--- src/rtl/fsk_symbol_framer_if.sv ---
// Byte handshake between a byte source and the FSK symbol framer.
interface fsk_symbol_framer_if;
    logic [7:0] byte_in;
    logic       byte_valid;
    logic       byte_ready;

    modport master (output byte_in, output byte_valid, input byte_ready);
    modport slave  (input byte_in, input byte_valid, output byte_ready);
endinterface

--- src/rtl/fsk_symbol_framer.sv ---
// Byte-to-symbol framer for the 4-FSK modulator: FIFO-buffered bytes go out MSB first as
// 2-bit symbols on a fixed grid, each burst prefixed by an alternating 11/00 preamble.
//   state    | meaning
//   IDLE     | no burst, IDLE_SYM driven, waiting for a byte at a boundary
//   PREAMBLE | sending preamble symbols 0..PREAMBLE_SYMS-1
//   DATA     | sending byte symbols [7:6],[5:4],[3:2],[1:0]
module fsk_symbol_framer #(
    parameter int          SYMBOL_CLKS   = 100,
    parameter int          FIFO_DEPTH    = 4,
    parameter int          PREAMBLE_SYMS = 8,
    parameter logic [1:0]  IDLE_SYM      = 2'b00
) (
    input  logic                            i_clk,
    input  logic                            i_reset_n,
    fsk_symbol_framer_if.slave              s_byte,
    output logic [1:0]                      o_sym_out,
    output logic                            o_sym_strobe,
    output logic                            o_mod_start,
    output logic                            o_busy,
    output logic [$clog2(FIFO_DEPTH):0]     o_fifo_level
);
    localparam int CW = $clog2(SYMBOL_CLKS);
    localparam int AW = $clog2(FIFO_DEPTH);
    localparam int LW = AW + 1;
    localparam int PW = (PREAMBLE_SYMS > 1) ? $clog2(PREAMBLE_SYMS) : 1;

    typedef enum logic [1:0] {S_IDLE, S_PREAMBLE, S_DATA} state_t;

    state_t          r_state, w_state_nxt;
    logic [CW-1:0]   r_cnt;
    logic [PW-1:0]   r_pidx, w_pidx_nxt;
    logic [1:0]      r_didx, w_didx_nxt;
    logic [7:0]      r_byte, w_byte_nxt;
    logic [1:0]      r_sym, w_sym_nxt;
    logic            r_strobe, w_strobe_nxt;
    logic            r_start, w_start_nxt;
    logic            r_busy;

    logic [7:0]      r_mem [FIFO_DEPTH];
    logic [AW-1:0]   r_wr_ptr, r_rd_ptr;
    logic [LW-1:0]   r_level;
    logic            w_full, w_empty, w_push, w_pop, w_bnd;
    logic [7:0]      w_head;

    function automatic logic [1:0] sym_of(input logic [7:0] b, input logic [1:0] idx);
        logic [1:0] s;
        case (idx)
            2'd0:    s = b[7:6];
            2'd1:    s = b[5:4];
            2'd2:    s = b[3:2];
            default: s = b[1:0];
        endcase
        return s;
    endfunction

    assign w_bnd   = (r_cnt == CW'(SYMBOL_CLKS - 1));
    assign w_full  = (r_level == LW'(FIFO_DEPTH));
    assign w_empty = (r_level == '0);
    assign w_head  = r_mem[r_rd_ptr];
    assign w_push  = s_byte.byte_valid && s_byte.byte_ready;

    assign s_byte.byte_ready = !w_full && i_reset_n;

    always_ff @(posedge i_clk) begin
        if (!i_reset_n) begin
            r_cnt <= '0;
        end else if (w_bnd) begin
            r_cnt <= '0;
        end else begin
            r_cnt <= r_cnt + CW'(1);
        end
    end

    // Storage is not reset; validity is tracked by the pointers and level alone.
    always_ff @(posedge i_clk) begin
        if (w_push) begin
            r_mem[r_wr_ptr] <= s_byte.byte_in;
        end
    end

    always_ff @(posedge i_clk) begin
        if (!i_reset_n) begin
            r_wr_ptr <= '0;
            r_rd_ptr <= '0;
            r_level  <= '0;
        end else begin
            if (w_push) r_wr_ptr <= r_wr_ptr + AW'(1);
            if (w_pop)  r_rd_ptr <= r_rd_ptr + AW'(1);
            case ({w_push, w_pop})
                2'b10:   r_level <= r_level + LW'(1);
                2'b01:   r_level <= r_level - LW'(1);
                default: r_level <= r_level;
            endcase
        end
    end

    always_ff @(posedge i_clk) begin
        if (!i_reset_n) begin
            r_state <= S_IDLE;
        end else begin
            r_state <= w_state_nxt;
        end
    end

    always_comb begin
        w_state_nxt  = r_state;
        w_sym_nxt    = r_sym;
        w_strobe_nxt = 1'b0;
        w_start_nxt  = 1'b0;
        w_pop        = 1'b0;
        w_pidx_nxt   = r_pidx;
        w_didx_nxt   = r_didx;
        w_byte_nxt   = r_byte;
        if (w_bnd) begin
            case (r_state)
                S_IDLE: begin
                    if (!w_empty) begin
                        w_state_nxt  = S_PREAMBLE;
                        w_pidx_nxt   = '0;
                        w_sym_nxt    = 2'b11;
                        w_strobe_nxt = 1'b1;
                        w_start_nxt  = 1'b1;
                    end
                end
                S_PREAMBLE: begin
                    w_strobe_nxt = 1'b1;
                    if (r_pidx == PW'(PREAMBLE_SYMS - 1)) begin
                        w_pop       = 1'b1;
                        w_state_nxt = S_DATA;
                        w_byte_nxt  = w_head;
                        w_didx_nxt  = 2'd0;
                        w_sym_nxt   = w_head[7:6];
                    end else begin
                        w_pidx_nxt = r_pidx + PW'(1);
                        w_sym_nxt  = w_pidx_nxt[0] ? 2'b00 : 2'b11;
                    end
                end
                S_DATA: begin
                    w_strobe_nxt = 1'b1;
                    if (r_didx == 2'd3) begin
                        if (!w_empty) begin
                            w_pop      = 1'b1;
                            w_byte_nxt = w_head;
                            w_didx_nxt = 2'd0;
                            w_sym_nxt  = w_head[7:6];
                        end else begin
                            w_state_nxt = S_IDLE;
                            w_sym_nxt   = IDLE_SYM;
                        end
                    end else begin
                        w_didx_nxt = r_didx + 2'd1;
                        w_sym_nxt  = sym_of(r_byte, w_didx_nxt);
                    end
                end
                default: begin
                    w_state_nxt = S_IDLE;
                    w_sym_nxt   = IDLE_SYM;
                end
            endcase
        end
    end

    always_ff @(posedge i_clk) begin
        if (!i_reset_n) begin
            r_pidx   <= '0;
            r_didx   <= '0;
            r_byte   <= '0;
            r_sym    <= IDLE_SYM;
            r_strobe <= 1'b0;
            r_start  <= 1'b0;
            r_busy   <= 1'b0;
        end else begin
            r_pidx   <= w_pidx_nxt;
            r_didx   <= w_didx_nxt;
            r_byte   <= w_byte_nxt;
            r_sym    <= w_sym_nxt;
            r_strobe <= w_strobe_nxt;
            r_start  <= w_start_nxt;
            r_busy   <= (w_state_nxt != S_IDLE);
        end
    end

    assign o_sym_out    = r_sym;
    assign o_sym_strobe = r_strobe;
    assign o_mod_start  = r_start;
    assign o_busy       = r_busy;
    assign o_fifo_level = r_level;
endmodule

--- src/flat_wrapper.sv ---
// flat-port wrapper written by rule: the top's interface ports become plain ports
module fsk_symbol_framer_flat 
#(
    parameter int          SYMBOL_CLKS   = 100,
    parameter int          FIFO_DEPTH    = 4,
    parameter int          PREAMBLE_SYMS = 8,
    parameter logic [1:0]  IDLE_SYM      = 2'b00
)
  (i_clk, i_reset_n, o_sym_out, o_sym_strobe, o_mod_start, o_busy, o_fifo_level, s_byte_byte_in, s_byte_byte_valid, s_byte_byte_ready);
  fsk_symbol_framer_if s_byte_i ();
  input  logic i_clk;
  input  logic i_reset_n;
  output logic [1:0] o_sym_out;
  output logic o_sym_strobe;
  output logic o_mod_start;
  output logic o_busy;
  output logic [$clog2(FIFO_DEPTH):0] o_fifo_level;
  input wire logic [$bits(s_byte_i.byte_in)-1:0] s_byte_byte_in;
  input wire logic [$bits(s_byte_i.byte_valid)-1:0] s_byte_byte_valid;
  output wire logic [$bits(s_byte_i.byte_ready)-1:0] s_byte_byte_ready;
  assign s_byte_i.byte_in = s_byte_byte_in;
  assign s_byte_i.byte_valid = s_byte_byte_valid;
  assign s_byte_byte_ready = s_byte_i.byte_ready;
  fsk_symbol_framer #(.SYMBOL_CLKS(SYMBOL_CLKS), .FIFO_DEPTH(FIFO_DEPTH), .PREAMBLE_SYMS(PREAMBLE_SYMS), .IDLE_SYM(IDLE_SYM)) u_core (.i_clk(i_clk), .i_reset_n(i_reset_n), .s_byte(s_byte_i), .o_sym_out(o_sym_out), .o_sym_strobe(o_sym_strobe), .o_mod_start(o_mod_start), .o_busy(o_busy), .o_fifo_level(o_fifo_level));
endmodule
--- config.mk ---
export PLATFORM = sky130hd
export DESIGN_NAME = fsk_symbol_framer_flat
export DESIGN_NICKNAME = d
export VERILOG_FILES = /design/src/rtl/fsk_symbol_framer_if.sv /design/src/rtl/fsk_symbol_framer.sv /design/src/flat_wrapper.sv
export SDC_FILE = /design/constraint.sdc
export NUM_CORES = 1
export LEC_CHECK = 0
export BUFFER_PORTS_ARGS = -buffer_cell sky130_fd_sc_hd__buf_2
export CAP_MARGIN = 10
export CORE_UTILIZATION = 29
export DETAILED_ROUTE_END_ITERATION = 7
export PLACE_DENSITY_LB_ADDON = 0.15
export SYNTH_ARGS = -nofsm -noshare
export SYNTH_HDL_FRONTEND = slang
export SYNTH_SLANG_ARGS = --single-unit
export TNS_END_PERCENT = 100
--- constraint.sdc ---
create_clock -name i_clk -period 4.7 [get_ports i_clk]
set_input_delay 0.235 -clock i_clk [delete_from_list [all_inputs] [get_ports i_clk]]
set_output_delay 0.235 -clock i_clk [all_outputs]
set_load 0.03 [all_outputs]
==> metrics <==
Overflow after GRT 0; Design Area, Final between 3000 and 4000 sq um; Vias ~1.8k; Initial Utilization 0.298; CP Data Required Time between 4000 and 5000 ps; status completed; Die X 102 um; P per Cell Area ~330 nW/um^2; kind of end point of the critical path flop; WHS approximately 100 ps; crit start category flop; gr usage total 0.121; layout net count about 290; final critical-path required period between 2000 and 3000 ps; clock tree buffer depth 2; vias in the first global route around 1.8k; fin util 0.342; unrepaired setup endpoints after global routing no; initial drt markers 34; largest net degree at the start of global routing 24; number of buffers created by CTS 9; Max stage delay on crit path 520 ps; Worst Setup Path Type flop to flop; WP data arrival 3190 ps; Clock Latency Late Sink approximately 350 ps; Post-Syn Nets 259; # diodes 0; Peak Freq 0.343 GHz; post-CTS setup buffers 0; Synth Flop Type dfxtp_1; number of port buffers 19; H-tree depth 3; crit-path cells inv_1 > ha_1 > nand2_1 > a2111oi_4 > ha_1 > inv_1 > fa_1 > xor2_1 > or3_1 > a21oi_1; Post-DRT Antenna Nets 0; io pins 20; Seq cells post-synth between 60 and 70; die area between 10000 and 15000 sq um; Post-synth ARST share 0; GPL Wtd Cong 0.763; total power between 1 and 1.5 mW; synthesized cell area between 2000 and 3000 sq um; placed cell area around 3200 sq um; Leak around 1.1 nW; # setup viols final 0; DR WL/cell approximately 14 um; Slew @ Worst Pin 943 ps; DRC 0; top cell type by total area after synthesis edfxtp_1; Layout Area Growth over Synthesis 14.7%; slowest CP cell a2111oi_4; dominant cells by area after synthesis edfxtp_1 (33%), dfxtp_1 (23%), ha_1 (6.9%), mux4_2 (6.2%), nor2_1 (3.1%); number of flops mapped to enable cells by yosys 32; die height about 100 um; Root Buffer clkbuf_8; router iterations before antenna repair 4; final hold violation count 0; post-synthesis sequential area ratio 0.564; Max FO, Critical Path 8; Ys Warns 0; synth unique cells 45; first-pass GRT wire length slightly above 9000 um; top cell type's share of synthesized area 0.330; TritonCTS clock tree done; Detailed Place HPWL 3790 um; Hold-fix buffers, CTS 0; Pins Over Slew Limit 0; commonest non-fill, non-tap cells in the layout dfxtp_1 (34), edfxtp_1 (32), nor2_1 (24); mean post-synth cell area 12.6 sq um; most common cell after layout, fill and taps aside dfxtp_1; Worst Skew ~8.5 ps; Synth Instances 231; placed cells 380; Worst Slack Setup Final 1790 ps; Non-Filler Instances about 400; slew margin rel. 0.367; setup TNS 0 ps; share of cells above drive strength 1 0.205; Max-cap violations 0; WL final 5460 um; pre-CTS WS around 1800 ps; vias per cell 4.49; number of gates resized after cts 0; Clock Sinks between 60 and 70; CTS clk-pin slew, worst paths around 80 ps; Final Cycle Share 0.620; maximum vdd drop 0.191 mV; initial antenna violation count 0; cell row count 36; core region area a little under 10000 sq um; worst hold-check path type primary input to flop
## logic make-up after synthesis
| family | synth area share |
|---|---|
| muxes | 0.0859 |
| DFF | 0.564 |
| adders and majority gates | 0.0756 |
| AOI/OAI and AO/OA | 0.113 |
| and+or+nand+nor | 0.104 |
| xor gates and xnor gates | 0.0271 |
| buffers and inverters | 0.0301 |
## worst paths after layout
kind | start | end | slack, ps | depth (start not counted)
setup reg to reg | u_core.r_state[1] | u_core.o_fifo_level[2] | 1790 | 10
setup / recovery | u_core.r_state[1] | u_core.o_fifo_level[2] | 1790 | 10
hold / removal | s_byte_byte_in[3] | u_core.r_mem[0][3] | 100 | 1
hold reg to reg | u_core.r_cnt[0] | u_core.r_cnt[0] | 470 | 1
## routing by layer
layer / global-route usage / part of all wire
met1: 0.155 / 0.49
met2: 0.189 / 0.45
met3: 0.0349 / 0.043
met4: 0.0560 / 0.018
met5: 0 / 0
## cell usage after synthesis, types with 4 or more instances
cell type / number
a211oi_1: 6
a21oi_1: 11
and2_1: 4
dfxtp_1: 34
edfxtp_1: 32
ha_1: 16
inv_1: 15
mux2i_1: 7
mux4_2: 8
nand2_1: 8
nand3_1: 5
nor2_1: 24
o21ai_0: 9
xnor2_1: 5
xor2_1: 4
## critical path, delay by kind of cell, from the launching register on
family | cells | cell delay (ps)
adders and majority gates | 3 | 940
AOI/OAI and AO/OA | 2 | 660
and+or+nand+nor | 2 | 570
DFF | 1 | 330
buffers and inverters | 2 | 190
xor gates and xnor gates | 1 | 150
## cell type report
type | count | area (sq um)
clock buffer | 9 | 124
clock inverter | 7 | 55.1
tap | 133 | 166
inverter | 16 | 60.1
timing repair buffer | 21 | 110
sequential | 66 | 1640
fill | 995 | 6430
multi-input combinational | 144 | 1180
## power breakdown
part / internal, mW / switching, mW / total [mW]
sequential: 0.615 / 0.00752 / 0.622
clock: 0.194 / 0.232 / 0.426
combinational: 0.0174 / 0.0288 / 0.0463
## flip-flops by register name, summed over array words and instances (netlist names), 3 cells and up, named ones only
| register | flops |
|---|---|
| u_core.r_mem | 32 |
| u_core.r_cnt | 7 |
| u_core.r_pidx | 3 |
| u_core.r_byte | 6 |
| u_core.o_fifo_level | 3 |
No activity file was read; power rests on OpenSTA's default activity.
